## config.mk

```make
export PLATFORM = sky130hd
export DESIGN_NAME = cmp_run_ctrl
export DESIGN_NICKNAME = d
export VERILOG_FILES = /design/src/rtl/cmp_run_ctrl.sv
export SDC_FILE = /design/constraint.sdc
export NUM_CORES = 1
export LEC_CHECK = 0
export CORE_ASPECT_RATIO = 1.5
export CORE_MARGIN = 4
export CORE_UTILIZATION = 46
export CTS_CLUSTER_SIZE = 8
export DETAILED_ROUTE_END_ITERATION = 8
export HOLD_SLACK_MARGIN = 0.08
export PLACE_DENSITY = 0.83
export SYNTH_ARGS = -nofsm -noshare
export SYNTH_HDL_FRONTEND = slang
export SYNTH_SLANG_ARGS = --single-unit
```

## constraint.sdc

```tcl
create_clock -name clk -period 3.2 [get_ports clk]
set_clock_uncertainty 0.05 [all_clocks]
set_input_delay 0.64 -clock clk [delete_from_list [all_inputs] [get_ports clk]]
set_output_delay 0.64 -clock clk [all_outputs]
set_load 0.01 [all_outputs]
```

## src/rtl/cmp_run_ctrl.sv

```systemverilog
// Run controller for an N-node Cardinal CMP: it sequences core reset, times the program run,
// detects completion on a NOP, drains the pipelines, then walks data memory out of a dump port.
module cmp_run_ctrl #(
  parameter int unsigned         NUM_NODES    = 4,
  parameter int unsigned         INST_W       = 32,
  parameter logic [NUM_NODES-1:0] NODE_MASK   = {NUM_NODES{1'b1}},
  parameter int unsigned         RESET_CYCLES = 5,
  parameter int unsigned         DRAIN_CYCLES = 30,
  parameter int unsigned         DUMP_DEPTH   = 128,
  parameter int unsigned         ADDR_W       = 8,
  parameter int unsigned         CYC_W        = 32,
  parameter int unsigned         TIMEOUT      = 0
) (
  input  logic                        clk,
  input  logic                        reset,
  input  logic                        start,
  input  logic [NUM_NODES*INST_W-1:0] node_inst_in,
  input  logic                        dump_ready,
  output logic                        core_reset,
  output logic                        run_active,
  output logic [CYC_W-1:0]            cycle_count,
  output logic [CYC_W-1:0]            final_cycles,
  output logic                        dump_valid,
  output logic [ADDR_W-1:0]           dump_addr,
  output logic                        done,
  output logic                        timeout
);

  typedef enum logic [2:0] {
    StIdle,
    StRstHold,
    StRun,
    StDrain,
    StDump,
    StDone
  } state_e;

  state_e            state_q, state_d;
  logic [31:0]       phase_q, phase_d;
  logic              core_reset_q, core_reset_d;
  logic              run_active_q, run_active_d;
  logic [CYC_W-1:0]  cycle_q, cycle_d;
  logic [CYC_W-1:0]  final_q, final_d;
  logic              valid_q, valid_d;
  logic [ADDR_W-1:0] addr_q, addr_d;
  logic              done_q, done_d;
  logic              timeout_q, timeout_d;

  logic [NUM_NODES-1:0] node_zero;
  logic                 all_hit;
  logic                 wd_hit;
  logic [CYC_W-1:0]     cycle_inc;

  // Node 0 occupies the most significant instruction slot.
  always_comb begin
    node_zero = '0;
    for (int i = 0; i < int'(NUM_NODES); i++) begin
      node_zero[i] = (node_inst_in[(int'(NUM_NODES) - 1 - i) * int'(INST_W) +: INST_W] == '0);
    end
  end

  assign all_hit   = &(node_zero | ~NODE_MASK);
  assign wd_hit    = (TIMEOUT != 0) && (cycle_q == CYC_W'(TIMEOUT - 1));
  assign cycle_inc = (cycle_q == '1) ? cycle_q : cycle_q + CYC_W'(1);

  always_comb begin
    state_d      = state_q;
    phase_d      = phase_q;
    core_reset_d = core_reset_q;
    run_active_d = run_active_q;
    cycle_d      = cycle_q;
    final_d      = final_q;
    valid_d      = valid_q;
    addr_d       = addr_q;
    done_d       = done_q;
    timeout_d    = timeout_q;

    unique case (state_q)
      StIdle, StDone: begin
        if (start) begin
          phase_d   = '0;
          cycle_d   = '0;
          addr_d    = '0;
          done_d    = 1'b0;
          timeout_d = 1'b0;
          if (RESET_CYCLES == 0) begin
            state_d      = StRun;
            core_reset_d = 1'b0;
            run_active_d = 1'b1;
          end else begin
            state_d      = StRstHold;
            core_reset_d = 1'b1;
          end
        end
      end

      StRstHold: begin
        if (phase_q == 32'(RESET_CYCLES - 1)) begin
          state_d      = StRun;
          phase_d      = '0;
          core_reset_d = 1'b0;
          run_active_d = 1'b1;
        end else begin
          phase_d = phase_q + 32'd1;
        end
      end

      StRun: begin
        cycle_d = cycle_inc;
        // Completion takes priority over a watchdog expiring in the same cycle.
        if (all_hit || wd_hit) begin
          final_d   = cycle_q;
          timeout_d = !all_hit;
          phase_d   = '0;
          if (DRAIN_CYCLES == 0) begin
            state_d      = StDump;
            run_active_d = 1'b0;
            valid_d      = 1'b1;
            addr_d       = '0;
          end else begin
            state_d = StDrain;
          end
        end
      end

      StDrain: begin
        cycle_d = cycle_inc;
        if (phase_q == 32'(DRAIN_CYCLES - 1)) begin
          state_d      = StDump;
          phase_d      = '0;
          run_active_d = 1'b0;
          valid_d      = 1'b1;
          addr_d       = '0;
        end else begin
          phase_d = phase_q + 32'd1;
        end
      end

      StDump: begin
        if (valid_q && dump_ready) begin
          if (addr_q == ADDR_W'(DUMP_DEPTH - 1)) begin
            state_d = StDone;
            valid_d = 1'b0;
            done_d  = 1'b1;
          end else begin
            addr_d = addr_q + ADDR_W'(1);
          end
        end
      end

      default: begin
        state_d = StIdle;
      end
    endcase
  end

  always_ff @(posedge clk or negedge reset) begin
    if (!reset) begin
      state_q      <= StIdle;
      phase_q      <= '0;
      core_reset_q <= 1'b1;
      run_active_q <= 1'b0;
      cycle_q      <= '0;
      final_q      <= '0;
      valid_q      <= 1'b0;
      addr_q       <= '0;
      done_q       <= 1'b0;
      timeout_q    <= 1'b0;
    end else begin
      state_q      <= state_d;
      phase_q      <= phase_d;
      core_reset_q <= core_reset_d;
      run_active_q <= run_active_d;
      cycle_q      <= cycle_d;
      final_q      <= final_d;
      valid_q      <= valid_d;
      addr_q       <= addr_d;
      done_q       <= done_d;
      timeout_q    <= timeout_d;
    end
  end

  assign core_reset   = core_reset_q;
  assign run_active   = run_active_q;
  assign cycle_count  = cycle_q;
  assign final_cycles = final_q;
  assign dump_valid   = valid_q;
  assign dump_addr    = addr_q;
  assign done         = done_q;
  assign timeout      = timeout_q;

endmodule
```

==> flow_summary.json <==
{
  "status": "complete, no violations",
  "antenna_found_initial": 0,
  "cts_buffers": 9,
  "cp-end-kind": "register",
  "synth_edf_count": 0,
  "dr_total_vias": 6173,
  "syn_to_final_growth_pct": 41.0,
  "tns_ns": 0,
  "ys_seq_elements": 112,
  "wire_per_inst_um": 18.9,
  "synthAdderAreaFrac": 0.0101,
  "grt_pass1_wl_mm": 30.4,
  "cts_tree": "built",
  "firstDrtPassIters": 6,
  "ant_nets": 0,
  "drtIter0Drc": 428,
  "drc": 0,
  "max-cap-violations": 0,
  "nFillCells": 1054,
  "setup_ws_ns": 0.407,
  "die_h_um": 150,
  "io_pins": 209,
  "clk_latency_ns": 0.35,
  "vias_per_cell": 6.08,
  "peakVddDrop_uv": 351,
  "synth-simple-area-share": 0.258,
  "start_util": 0.473,
  "syn_area_mm2": 0.00622,
  "hold_slack_ns": 0.310,
  "syn_inst": 646,
  "avgSynthCellArea_um2": 9.63,
  "finalCritPeriodShare": 0.873,
  "synth_compound_area_frac": 0.167,
  "worstMarginPinSlew_ns": 0.882,
  "muxShareOfSynthArea": 0.0751,
  "yosysSeqAreaShare": 0.451,
  "rows": 51,
  "cts_max_level": 3,
  "cp.arrival_ns": 2.98,
  "synthFlopType": "dfrtp_1",
  "leakagePower_nw": 3.54,
  "numClockSinks": 112,
  "synth_fp_nets": 783,
  "crit_required_ns": 3.39,
  "synth_cell_type_count": 75,
  "synth_top_area_share": 0.447,
  "drt_wl_total_mm": 19.2,
  "post-place-ws_ns": 0.0775,
  "yosys.area.top_type": "dfrtp_1",
  "netlist_top_cells_count": "dfrtp_1, nand2_1, nor4_1, o21ai_0, nor2_1",
  "start_kind": "primary input",
  "drive_gt1_frac": 0.112,
  "cts_root_buf": "clkbuf_16",
  "track_usage": 0.246,
  "hold_buffers": 0,
  "dieArea_mm2": 0.0155,
  "synthXorXnorAreaFrac": 0.00282,
  "power.density_mw_per_mm2": 583,
  "fp.dieW_um": 103,
  "synth_warnings": 0,
  "clk_path_buf_depth": 2,
  "fin_util": 0.667,
  "final_max_slew_viol_count": 0,
  "hold_violations": 0,
  "synth.area.top_cells": "dfrtp_1, mux2_2, nor4_1",
  "min_path_type": "primary input to asynchronous set/reset pin",
  "synthArstFlopShare": 1.00,
  "setup_viol": 0,
  "cts_resized": 0,
  "grt_pass1_vias": 6300,
  "grt_overflow": 0,
  "dp.cells": 1000,
  "finalCriticalPeriod_ns": 2.79,
  "core_mm2": 0.0131,
  "antenna_cells": 0,
  "clk_pin_slew_ns": 0.08,
  "cp_max_fo": 32,
  "synth_top_family_by_area": "simple AND/OR/NAND/NOR gates",
  "yosysMostFrequentCell": "dfrtp_1",
  "cts_setup_buffers": 0,
  "gp_congestion": 0.974,
  "slew_headroom": 0.406,
  "path_class": "primary input to register",
  "grt_max_degree": 61,
  "fin_nets": 989,
  "dp_hpwl_mm": 15.0,
  "rsz0062_at_grt": "false",
  "fin_cells": 1016,
  "fmax_ghz": 0.358,
  "io_buffers": 208
}
==> final timing paths <==
check,depth (start not counted),end,slack (ns),startpoint
max in group asynchronous,2,state_q[0],2.03,reset
hold reg to reg,1,phase_q[31],0.45,phase_q[31]
min in group clk,1,phase_q[31],0.45,phase_q[31]
setup / recovery,9,final_cycles[22],0.41,node_inst_in[9]
hold / removal,1,phase_q[21],0.31,reset
setup reg to reg,7,state_q[2],0.44,dump_addr[0]
==> flip-flops by register name, summed over array words and instances (netlist names) <==
signal and count:
dump_addr 8, run_active 1, phase_q 32, done 1, timeout 1, final_cycles 32
core_reset 1, state_q 3, cycle_count 32, dump_valid 1
==> power breakdown <==
part	switching, mW	internal [mW]
sequential	0.370	1.62
combinational	1.18	0.813
clock	0.553	0.570
total	2.11	3.01
==> final cells by class <==
type	count	area, um^2	area share
Clock inverter	6	57.6	0.00656
Tap cell	159	199	0.0227
Timing Repair Buffer	223	2220	0.253
Clock buffer	10	239	0.0273
Inverter	17	63.8	0.00728
Sequential cell	112	2800	0.320
Multi-Input combinational cell	489	3190	0.363
==> kinds of logic (layout without fill, tap and decap cells) <==
| family | count (synthesis) | in the layout |
|---|---|---|
| AOI/OAI and AO/OA | 163 | 163 |
| xor gates and xnor gates | 2 | 2 |
| adders and majority gates | 5 | 5 |
| buffers and inverters | 45 | 256 |
| DFF | 112 | 112 |
| muxes | 41 | 41 |
| and+or+nand+nor | 278 | 278 |
==> stage by stage <==
step / power (mW) / cell area, um^2
after CTS: 5.10 / 8770
after global routing: 5.42 / 8770
after detailed placement: 3.98 / 8470
after floorplan: 3.22 / 6220
after global placement: 3.86 / 8470
final: 5.11 / 8770
==> placed cells by master (no fill, tap or decap), drive strengths merged, types with 9 or more instances in the layout <==
master,instances
nor2,46
inv,21
nor3,12
buf,16
nand2,57
dfrtp,111
clkbuf,10
mux2,33
a21oi,32
nand3,25
nor4,50
a31oi,34
o31ai,11
or3,9
o21ai,48
nand4,25
and3,11
clkdlybuf4s50,207
==> metal layers <==
| layer | up-vias | part of all wire | GRT usage | wire (um) |
|---|---|---|---|---|
| met1 | 3001 | 0.38 | 0.286 | 7330 |
| met3 | 52 | 0.057 | 0.0422 | 1090 |
| met5 | - | 0 | 0 | 0 |
| met4 | 0 | 0.032 | 0.0946 | 606 |
| met2 | 250 | 0.53 | 0.442 | 10200 |
| li1 | 2870 | - | - | - |
==> worst max-delay path: stages <==
cell	delay (ns)
clkdlybuf4s50_1	0.41
nor4_1	0.41
nand4_1	0.15
nor4_1	0.28
buf_4	0.16
nand2_1	0.05
or3_1	0.36
buf_12	0.19
mux2_4	0.31
No activity file was read; power rests on OpenSTA's default activity.
